**src/rtl/interpolation_sequencer.sv**
```systemverilog
// Block-level sequencer for the interpolation datapath: walks PH -> PVPO -> PVSO -> DONE per block.
// Optional per-phase watchdog is compiled in with `define INTERP_WATCHDOG_EN.
module interpolation_sequencer #(
  parameter int TIMEOUT_CYCLES = 64
) (
  input  logic        clock,
  input  logic        reset,
  input  logic        start,
  input  logic        abort,
  input  logic        ph_finished,
  input  logic        pvpo_finished,
  input  logic        pvso_finished,
  output logic        busy,
  output logic        done,
  output logic        error,
  output logic        dp_enable,
  output logic        dp_reset,
  output logic        en_reg_int,
  output logic        en_sr_int,
  output logic        en_read_int,
  output logic        en_sr_hor,
  output logic        en_read_hor,
  output logic        en_clip,
  output logic        clip_pvso,
  output logic        mux_c1,
  output logic        mux_c0,
  output logic [15:0] block_count,
  output logic [2:0]  dbg_state
);

  typedef enum logic [2:0] {
    S_IDLE = 3'd0,
    S_PH   = 3'd1,
    S_PVPO = 3'd2,
    S_PVSO = 3'd3,
    S_DONE = 3'd4
  } state_t;

  state_t r_state;
  state_t w_next;
  logic   w_abort;
  logic   w_wd_fire;
  logic   w_timeout;
  logic   w_in_phase;

  assign w_in_phase = (r_state == S_PH) || (r_state == S_PVPO) || (r_state == S_PVSO);
  assign dbg_state  = r_state;

`ifdef INTERP_WATCHDOG_EN
  localparam int WDW = $clog2(TIMEOUT_CYCLES + 1);
  logic [WDW-1:0] r_wd_cnt;

  // Counter holds the number of cycles already spent in the current phase.
  assign w_timeout = w_in_phase && (r_wd_cnt == WDW'(TIMEOUT_CYCLES - 1));

  always_ff @(posedge clock) begin
    if (reset) begin
      r_wd_cnt <= '0;
    end else if (!w_in_phase || (w_next != r_state)) begin
      r_wd_cnt <= '0;
    end else begin
      r_wd_cnt <= r_wd_cnt + WDW'(1);
    end
  end
`else
  assign w_timeout = 1'b0;
  assign error     = 1'b0;
`endif

  // Abort outranks start and every finished flag; watchdog only fires if the phase did not finish.
  always_comb begin
    w_next    = r_state;
    w_abort   = 1'b0;
    w_wd_fire = 1'b0;
    case (r_state)
      S_IDLE: if (start && !abort) w_next = S_PH;
      S_PH: begin
        if (abort)             w_abort   = 1'b1;
        else if (ph_finished)  w_next    = S_PVPO;
        else if (w_timeout)    w_wd_fire = 1'b1;
      end
      S_PVPO: begin
        if (abort)              w_abort   = 1'b1;
        else if (pvpo_finished) w_next    = S_PVSO;
        else if (w_timeout)     w_wd_fire = 1'b1;
      end
      S_PVSO: begin
        if (abort)              w_abort   = 1'b1;
        else if (pvso_finished) w_next    = S_DONE;
        else if (w_timeout)     w_wd_fire = 1'b1;
      end
      S_DONE: begin
        w_next  = S_IDLE;
        w_abort = abort;
      end
      default: w_next = S_IDLE;
    endcase
    if (w_abort || w_wd_fire) w_next = S_IDLE;
  end

  // Outputs are decoded from the next state so they line up with the registered state.
  always_ff @(posedge clock) begin
    if (reset) begin
      r_state     <= S_IDLE;
      busy        <= 1'b0;
      done        <= 1'b0;
      dp_enable   <= 1'b0;
      dp_reset    <= 1'b1;
      en_reg_int  <= 1'b0;
      en_sr_int   <= 1'b0;
      en_read_int <= 1'b0;
      en_sr_hor   <= 1'b0;
      en_read_hor <= 1'b0;
      en_clip     <= 1'b0;
      clip_pvso   <= 1'b0;
      mux_c1      <= 1'b0;
      mux_c0      <= 1'b0;
      block_count <= 16'h0000;
`ifdef INTERP_WATCHDOG_EN
      error       <= 1'b0;
`endif
    end else begin
      r_state     <= w_next;
      busy        <= (w_next != S_IDLE);
      done        <= (w_next == S_DONE);
      dp_enable   <= (w_next == S_PH) || (w_next == S_PVPO) || (w_next == S_PVSO);
      dp_reset    <= w_abort || w_wd_fire;
      en_reg_int  <= (w_next == S_PH);
      en_sr_int   <= (w_next == S_PH);
      en_sr_hor   <= (w_next == S_PH);
      en_read_int <= (w_next == S_PVPO);
      en_read_hor <= (w_next == S_PVSO);
      en_clip     <= (w_next == S_PVPO) || (w_next == S_PVSO);
      clip_pvso   <= (w_next == S_PVSO);
      mux_c1      <= (w_next == S_PVSO);
      mux_c0      <= (w_next == S_PVPO);
      if (w_next == S_DONE) block_count <= block_count + 16'd1;
`ifdef INTERP_WATCHDOG_EN
      error       <= w_wd_fire;
`endif
    end
  end

endmodule

```
**config.mk**
```make
export PLATFORM = sky130hd
export DESIGN_NAME = interpolation_sequencer
export DESIGN_NICKNAME = d
export VERILOG_FILES = /design/src/rtl/interpolation_sequencer.sv
export SDC_FILE = /design/constraint.sdc
export NUM_CORES = 1
export LEC_CHECK = 0
export BUFFER_PORTS_ARGS = -buffer_cell sky130_fd_sc_hd__buf_2
export CORE_AREA = 4 4 50 85
export DETAILED_ROUTE_END_ITERATION = 6
export DIE_AREA = 0 0 54 89
export SLEW_MARGIN = 20
export SYNTH_ARGS = -nofsm -noshare
export SYNTH_HDL_FRONTEND = slang
export SYNTH_SLANG_ARGS = --single-unit
```
**constraint.sdc**
```tcl
create_clock -name clock -period 2 [get_ports clock]
set_input_delay 0.4 -clock clock [delete_from_list [all_inputs] [get_ports clock]]
set_output_delay 0.4 -clock clock [all_outputs]
set_load 0.005 [all_outputs]
```
==> impl_metrics.csv <==
group,metric,value,unit
sta,final-setup-viol-count,0,
floorplanning,fp.dieArea,4810,sq um
outcome,status,"finished clean",
layout,drive_gt1_share,31.7,%
yosys,synth_ff_type,"dfxtp_1",
global_route,antenna_found_initial,0,
layout,final_nets,173,
layout,area_delta_synth_final,18.2,%
yosys,synth_most_common_cell,"dfxtp_1",
clock_network,cts_max_path_buffers,2,
min_path,hold_path_depth,2,
place,port_buffers,38,
clock_network,clkLatencyLatePin,260,ps
floorplanning,start_util,33.8,%
power_and_ir_drop,ir_worst_vdd,444,uV
clock_network,hold_buffers,0,
sta,drv_slew,0,
global_route,overflow,0,
floorplanning,coreArea,3590,sq um
yosys,synth_warnings,0,
floorplanning,die_w,54,microns
sta,fin_crit_sh,89.2,%
sta,fin_ws,215,ps
place,gp_congestion,0.770,
sta,rsz0062_at_grt,"no",
sta,max_freq,560,MHz
floorplanning,ios,40,
clock_network,cts_buffers,3,
layout,multi_input_area,571,sq um
floorplanning,rows,29,
global_route,grt_usage,11.8,%
drt,routed_via_density,5.06,
sta,fin_worst_skew,3.93,ps
worst_setup_path,arrival,1980,ps
sta,hold_viol_final,0,
layout,fillCellCount,363,
drt,drc,0,
floorplanning,die_h,89,microns
clock_network,cts_sinks,27,
run,cap_viol_max_count,0,
yosys,ys_seq_area_share,44.5,%
clock_network,clock-root-buffer,"clkbuf_8",
yosys,synth_seq_cells,27,
yosys,syn_nets,140,
yosys,synth_enable_flop_cells,0,
worst_setup_path,path_max_fanout,9,
yosys,syn_area_per_cell,9.19,sq um
worst_setup_path,critPathCaptureType,"flip-flop",
drt,firstDrtPassIters,4,
place,dp_hpwl,2040,microns
drt,wl,2620,microns
power_and_ir_drop,leakage,0.000638,uW
clock_network,htree_levels,1,
global_route,grt_max_degree,23,
yosys,synth_common_cells,"dfxtp_1, a21oi_1, nor2_1, or4_1",
layout,seq_area,541,sq um
sta,tns,0,ps
yosys,yosys.area.top_type,"dfxtp_1",
drt,vias,1062,
worst_setup_path,cp.required,2200,ps
sta,post-route-min-period,1780,ps
yosys,synth_top_area_share,44.5,%
layout,antenna_cells,0,
min_path,hold_class,"flip-flop to flip-flop",
yosys,synth-async-reset-ratio,0,%
clock_network,post_cts_resized,0,
yosys,synth_cells,132,
drt,avgRoutedWirePerCell,12.5,microns
global_route,grt_pass1_wl,4440,microns
yosys,synthTopCellsByArea,"dfxtp_1, or4_1, a21oi_1",
place,post-place-ws,210,ps
worst_setup_path,startpoint_type,"flip-flop",
clock_network,clkTransAtPathRegs,90,ps
yosys,synth.distinct_cells,33,
clock_network,cts_tree,"done",
power_and_ir_drop,power.density,633,nW/um^2
worst_setup_path,crit_type,"flip-flop to flip-flop",
worst_setup_path,r2r_cells,4,
drt,postRouteAntennaNets,0,
global_route,grt_pass1_vias,1027,
drt,first_iter_violations,19,
clock_network,post_cts_buffers,0,
yosys,synthesis.area,1210,sq um
[per-layer routing]
| layer | track usage [%] | share of wire, % | vias up |
|---|---|---|---|
| met1 | 13.5 | 40 | 486 |
| met3 | 1.67 | 7.3 | 6 |
| met5 | 0 | 0 | - |
| li1 | - | - | 531 |
| met2 | 21.9 | 51 | 39 |
| met4 | 3.63 | 1.9 | 0 |
[final timing paths]
check                                     start         endpoint  slack (ps)
worst max-delay path               dbg_state[1]  block_count[13]         220
worst min-delay path            block_count[15]  block_count[15]         480
worst max register to register     dbg_state[1]  block_count[13]         220
worst min register to register  block_count[15]  block_count[15]         480
[cells in the final DEF (no fill, tap or decap)]
cell / instances
a21oi_1: 11
a31o_2: 1
and3_1: 2
and4_1: 2
and4bb_2: 1
buf_2: 38
buf_4: 2
clkbuf_8: 3
clkinv_2: 1
conb_1: 1
dfxtp_1: 27
ha_1: 1
inv_1: 4
mux2i_1: 2
mux4_2: 1
nand2_1: 7
nand2_2: 1
nand2b_1: 2
nand3_1: 6
nand3_2: 2
nand4_1: 4
nor2_1: 11
nor2b_1: 2
nor3_1: 1
nor3b_1: 1
o211ai_1: 1
o21ai_0: 4
o31ai_1: 7
or2_2: 1
or3_1: 2
or3_2: 1
or4_1: 8
xor2_1: 6
[critical path, cell delays in order (launching register included)]
cell and delay, ps:
dfxtp_1 480, and3_1 400, nand2_2 170, or4_1 530, a21oi_1 150
[kinds of logic (layout without fill, tap and decap cells)]
family | count (synthesis) | count (layout) | share of synthesized area (%)
DFF | 27 | 27 | 44.5
other | 1 | 1 | 0.309
xor gates and xnor gates | 6 | 6 | 4.33
and+or+nand+nor | 54 | 54 | 26.0
muxes | 3 | 3 | 3.51
AOI/OAI and AO/OA | 24 | 24 | 11.9
adders and majority gates | 1 | 1 | 1.03
buffers and inverters | 16 | 48 | 8.45
[area by class of cell]
type / count / area share, %
Timing Repair Buffer: 40 / 14.3
Multi-Input combinational cell: 89 / 39.8
Clock inverter: 1 / 0.349
Tap cell: 46 / 4.01
Inverter: 4 / 1.05
Clock buffer: 3 / 2.88
Sequential cell: 27 / 37.7
[metrics by stage]
step,std cells,utilization (%),instance area (sq um),hold slack (ps),total power [uW]
5_1_grt,210,40.0,1440,508,949
2_1_floorplan,132,-,1210,468,604
6_report,210,40.0,1440,479,909
4_1_cts,210,40.0,1440,478,924
3_3_place_gp,206,38.7,1390,465,623
3_5_place_dp,206,38.7,1390,477,624
[registers in the layout, indices dropped and copies added, names as in the netlist]
name         count
en_sr_hor        1
mux_c0           1
dbg_state        3
dp_enable        1
mux_c1           1
en_clip          1
block_count     16
dp_reset         1
done             1
busy             1
[where the power goes]
group | switching [uW] | leakage [uW] | internal, uW
Sequential | 3.38 | 0.000219 | 546
Combinational | 32.8 | 0.000394 | 28.6
Clock | 159 | 0.0000255 | 139
Total | 195 | 0.000638 | 714
Note: power is estimated with default switching activity, not from simulation.
